==> src/rtl/ip_codma_burst_packer.sv <==
// Two-bank ping-pong packer: collects up to WORDS read words into one burst block
// for the CoDMA CRC engine and presents it with a valid/ready handshake.
module ip_codma_burst_packer #(
    parameter int WORDS  = 8,
    parameter int DATA_W = 32
) (
    input  logic                             clk_i,
    input  logic                             reset_n_i,
    input  logic [DATA_W-1:0]                rd_data_i,
    input  logic                             rd_valid_i,
    input  logic                             rd_last_i,
    output logic                             rd_ready_o,
    input  logic                             flush_i,
    output logic [WORDS-1:0][DATA_W-1:0]     data_reg_o,
    output logic [$clog2(WORDS):0]           word_cnt_o,
    output logic                             out_valid_o,
    input  logic                             out_ready_i
);

    localparam int IW = $clog2(WORDS);
    localparam int CW = IW + 1;

    typedef enum logic [1:0] {
        BANK_EMPTY,
        BANK_FILLING,
        BANK_FULL
    } bank_state_t;

    bank_state_t                     r_state [2];
    logic [WORDS-1:0][DATA_W-1:0]    r_data  [2];
    logic [CW-1:0]                   r_cnt   [2];
    logic                            r_fill_sel;
    logic                            r_drain_sel;
    logic [IW-1:0]                   r_idx;
    logic                            r_run;

    logic w_accept;
    logic w_close;
    logic w_handoff;

    // r_run holds rd_ready_o low until the first clock after reset release
    assign rd_ready_o  = r_run && (r_state[r_fill_sel] != BANK_FULL);
    assign out_valid_o = (r_state[r_drain_sel] == BANK_FULL);
    assign data_reg_o  = out_valid_o ? r_data[r_drain_sel] : '0;
    assign word_cnt_o  = out_valid_o ? r_cnt[r_drain_sel] : '0;

    assign w_accept  = rd_valid_i && rd_ready_o;
    assign w_close   = w_accept && ((r_idx == IW'(WORDS - 1)) || rd_last_i);
    assign w_handoff = out_valid_o && out_ready_i;

    always_ff @(posedge clk_i or negedge reset_n_i) begin
        if (!reset_n_i) begin
            for (int unsigned b = 0; b < 2; b++) begin
                r_state[b] <= BANK_EMPTY;
                r_data[b]  <= '0;
                r_cnt[b]   <= '0;
            end
            r_fill_sel  <= 1'b0;
            r_drain_sel <= 1'b0;
            r_idx       <= '0;
            r_run       <= 1'b0;
        end else begin
            r_run <= 1'b1;
            if (flush_i) begin
                r_state[0]  <= BANK_EMPTY;
                r_state[1]  <= BANK_EMPTY;
                r_fill_sel  <= 1'b0;
                r_drain_sel <= 1'b0;
                r_idx       <= '0;
            end else begin
                if (w_accept) begin
                    r_data[r_fill_sel][r_idx] <= rd_data_i;
                    if (w_close) begin
                        // Zero the tail so a short block never shows stale words
                        for (int unsigned w = 0; w < WORDS; w++) begin
                            if (IW'(w) > r_idx) begin
                                r_data[r_fill_sel][w] <= '0;
                            end
                        end
                        r_state[r_fill_sel] <= BANK_FULL;
                        r_cnt[r_fill_sel]   <= CW'(r_idx) + CW'(1);
                        r_idx               <= '0;
                        r_fill_sel          <= ~r_fill_sel;
                    end else begin
                        r_state[r_fill_sel] <= BANK_FILLING;
                        r_idx               <= r_idx + 1'b1;
                    end
                end
                // The drain bank is FULL, so it is never the bank being written above
                if (w_handoff) begin
                    r_state[r_drain_sel] <= BANK_EMPTY;
                    r_drain_sel          <= ~r_drain_sel;
                end
            end
        end
    end

endmodule

==> config.mk <==
export PLATFORM = sky130hd
export DESIGN_NAME = ip_codma_burst_packer
export DESIGN_NICKNAME = d
export VERILOG_FILES = /design/src/rtl/ip_codma_burst_packer.sv
export SDC_FILE = /design/constraint.sdc
export NUM_CORES = 1
export LEC_CHECK = 0
export ABC_AREA = 1
export CAP_MARGIN = 20
export CORE_MARGIN = 2
export CORE_UTILIZATION = 25
export CTS_BUF_LIST = sky130_fd_sc_hd__clkbuf_4 sky130_fd_sc_hd__clkbuf_8
export CTS_CLUSTER_DIAMETER = 40
export DETAILED_ROUTE_END_ITERATION = 8
export PLACE_DENSITY_LB_ADDON = 0.12
export SLEW_MARGIN = 15
export SYNTH_ARGS = -nofsm -noshare
export SYNTH_HDL_FRONTEND = slang
export SYNTH_SLANG_ARGS = --single-unit
==> constraint.sdc <==
create_clock -name clk_i -period 5.2 [get_ports clk_i]
set_clock_uncertainty 0.05 [all_clocks]
set_input_delay 1.04 -clock clk_i [delete_from_list [all_inputs] [get_ports clk_i]]
set_output_delay 1.04 -clock clk_i [all_outputs]
set_load 0.005 [all_outputs]
Word-level counts from Yosys, hierarchy flattened
Index checks and enable logic that the tools add are counted.
W data, S select, Z words.

word-level totals
  bits in registers = 530
  output and inout bits = 262
  logic and storage cells = 171

operators by class
  add/sub/neg operators = 2
  $lt $le $gt $ge = 14
  equal/unequal tests = 3
  multiplexer cells = 85
  bitwise gates (word level) = 29
  reductions and logical operators = 14

operator list
  operator              count
  $mux W512             30
  $and A512 B512 Y512   8
  $not A512 Y512        8
  $demux W256 S1        9
  $mux W256             6
  $bwmux W512           1
  $mux W224             1
  $mux W192             1
  $mux W160             1
  $mux W128             1
  $demux W32 S3         1
  $mux W96              1
  $mux W32              2
  $mux W64              1
  $mux W4               10
  $mux W2               8
  $gt A3 B3 Y1 const A  4
  $mux W3               3
  $bwmux W8             1
  $logic_and A1 B1 Y1   7
  $gt A1 B3 Y1 const A  2
  $gt A2 B3 Y1 const A  2
  $reduce_bool A2 Y1    3
  $mux W1               5
  other kinds (21)      31

Logic depth before layout (Yosys ltp)
  word-level depth = 45
  mapped depth = 12
  gate-level depth less buffers = 10

Worst setup path after synthesis
No wires, ideal clock.

  path kind = register -> output
  from = reg r_drain_sel
  to = out data_reg_o[129] in the netlist's numbering
  data arrival time = 1.411 ns
  required time = 4.110 ns
  path slack = 2.699 ns
  stages on the path, launching flop included = 9
  cell sequence = dfrtp_1 > clkbuf_1 > inv_1 > nand3_1 > nand2_1 > inv_2 > clkbuf_1 > buf_2 > a21oi_1

RTL lines
  element                 RTL line  text
  from (decl)             33        logic r_drain_sel;
  from (signal assigned)  92        r_drain_sel <= ~r_drain_sel;
  to (decl)               14        output logic [WORDS-1:0][DATA_W-1:0] data_reg_o,

==> reports/results.tsv <==
metric	value	unit
status	finished clean	
vdd_drop_max	0.000251	V
via_count	30000	
hold_class	input port to asynchronous set/reset pin	
dr.first_iter.drc_count	2601	
fmax	205	MHz
gp_congestion	0.780	
synth.distinct_cells	30	
die_area	0.124	mm2
r2r-end	r_data[80]$_DFFE_PN0N_	
num_rows	127	
antenna_found_initial	14	
multi_input_area	0.0138	mm2
grt_pass1_vias	28600	
seqCellArea	0.0133	mm2
stdcell_area	0.0379	mm2
cts-hold-fix-buffers	0	
htreeDepth	4	
grt.total_usage	0.220	
postCtsSetupRepairBufs	0	
yosys_warnings	0	
numPortBuffers	299	
cts.repair.resized	0	
cts_buffer_depth	3	
cp_max_fo	127	
cts_buffers	134	
cts_root_buf	clkbuf_8	
crit_type	flip-flop to primary output	
rrSetupSlack	1640	ps
synth.cell_area	0.0303	mm2
grtUsageMet2	0.363	
period_share	0.940	
core	0.120	mm2
final_util	0.316	
critPathArrivalTime	3800	ps
syn_to_final_growth	25.1	%
synth-seq-cells	530	
synth_nets	4672	
tightestPinTransition	1140	ps
fill_cells	13200	
syn_inst	4630	
wl	139000	um
final_common_cell	nand2_1	
p_leak	20.4	nW
whs	228	ps
nets	4877	
layout_min_cycle_time	4890	ps
maxCapViolations	0	
grt-busiest-layer	met2	
grt_max_degree	227	
use_met1	0.294	
synth_seq_area_share	0.437	
drt-vias-per-instance	4.57	
grt_overflow	0	
most-common-layout-cells	1,639 x nand2_1, 723 x nor2_1, 528 x dfrtp_1, 469 x inv_1	
wire_per_inst	21.2	um
crit_path_end_kind	primary output	
r2r-start	r_fill_sel$_DFFE_PN0P_	
syn_area_per_cell	6.55	um2
use_met3	0.0363	
drtAntennaViolNets	0	
grt_pass1_wl	203000	um
drt_pass1_iterations	5	
setup-violations-final	0	
pwr_density_cell	380	mW/mm2
required	4110	ps
die_y	352	um
drv_slew	0	
reg2reg_depth	8	
fin_setup_tns	0	ps
cts_tree	done	
start_util	0.252	
placed_area	0.0348	mm2
dp_hpwl	86600	um
drc	0	
drive_gt1_frac	0.0826	
rsz0062_at_grt	false	
io_pins	300	
clkTransAtPathRegs	60	ps
start_kind	flip-flop	
insertion_delay	820	ps
relSlewSlack	0.238	
hold_violations	0	
die_width	352	um
clkSinkCount	530	
critical path, stage by stage (launching register included):
cell and delay [ps]:
dfrtp_4 750, clkinv_2 140, nand3_1 110, nand2_1 150, inv_8 660, buf_4 460, nor2_1 80, clkdlybuf4s50_1 480
logic make-up after synthesis:
| logic type | share of synthesized area |
|---|---|
| other cells | 0.000124 |
| simple gates | 0.372 |
| flops | 0.437 |
| buf+inv | 0.111 |
| compound gates | 0.0771 |
| fa+ha+maj | 0.00165 |
power by group:
| part | switching [mW] | leakage [nW] | total, mW | internal (mW) |
|---|---|---|---|---|
| logic | 1.99 | 13.2 | 3.08 | 1.09 |
| clock network | 2.33 | 1.61 | 6.00 | 3.67 |
| registers | 0.446 | 5.64 | 5.33 | 4.89 |
flip-flops by register name, indices dropped and copies added (netlist names):
signal,count
r_run,1
r_state,4
r_cnt,8
r_data,512
r_fill_sel,1
r_idx,3
r_drain_sel,1
synthesized netlist by cell type:
master    count  share of area
o22ai_1       2        0.00041
nor3_2        5         0.0017
inv_2         7        0.00087
nand2_4       1        0.00037
nand3_2       4         0.0013
inv_1       470          0.058
nand4_4       1        0.00070
nand3_1     298          0.049
clkbuf_2      1        0.00016
o21ai_1      31         0.0051
nor2_4        3         0.0011
nor2_8        1        0.00066
clkbuf_1    193          0.024
ha_1          4         0.0017
o21ai_0     169          0.028
nand4_1      99          0.020
buf_4        10         0.0025
nand3_4       1        0.00058
buf_2       129          0.021
clkinv_1      8        0.00099
o21ai_2       1        0.00029
conb_1        1        0.00012
nand2_1    1640           0.20
dfrtp_1     530           0.44
buf_6         7         0.0026
nor2_1      727          0.090
buf_1         7        0.00087
nor2_2       12         0.0025
nand2_2       5         0.0010
a21oi_1     263          0.043
routing by layer:
layer / vias up / part of all wire
met2: 795 / 0.48
met1: 14400 / 0.45
li1: 14600 / -
met4: 2 / 0.023
met5: - / 0.000094
met3: 161 / 0.050
cell type report:
class	count	area share
antenna	4	0.000264
clock buffer	187	0.0637
clock inverter	53	0.0172
inverter	485	0.0482
multi-input combinational	3268	0.362
sequential	530	0.350
tap	1612	0.0532
timing repair buffer	416	0.105
how the worst max path moves through the flow:
stage                                        from                      end  cells past startpoint
after floorplan           r_drain_sel$_DFFE_PN0P_          data_reg_o[129]                      8
after global placement                 rd_valid_i  r_data[250]$_DFFE_PN0N_                      7
after detailed placement               rd_valid_i  r_data[227]$_DFFE_PN0N_                      7
after CTS                 r_drain_sel$_DFFE_PN0P_          data_reg_o[157]                      7
after global routing      r_drain_sel$_DFFE_PN0P_          data_reg_o[188]                      7
final                     r_drain_sel$_DFFE_PN0P_          data_reg_o[138]                      7
stage by stage:
stage | instances | total power, mW | worst slack (ps)
global route | 6553 | 15.3 | 24.7
global placement | 6310 | 8.48 | 1030
detailed placement | 6310 | 8.49 | 1030
CTS | 6550 | 14.6 | 195
floorplan | 4630 | 7.19 | 2700
finish | 6555 | 14.4 | 312
Power figures use the tool's default switching activity.
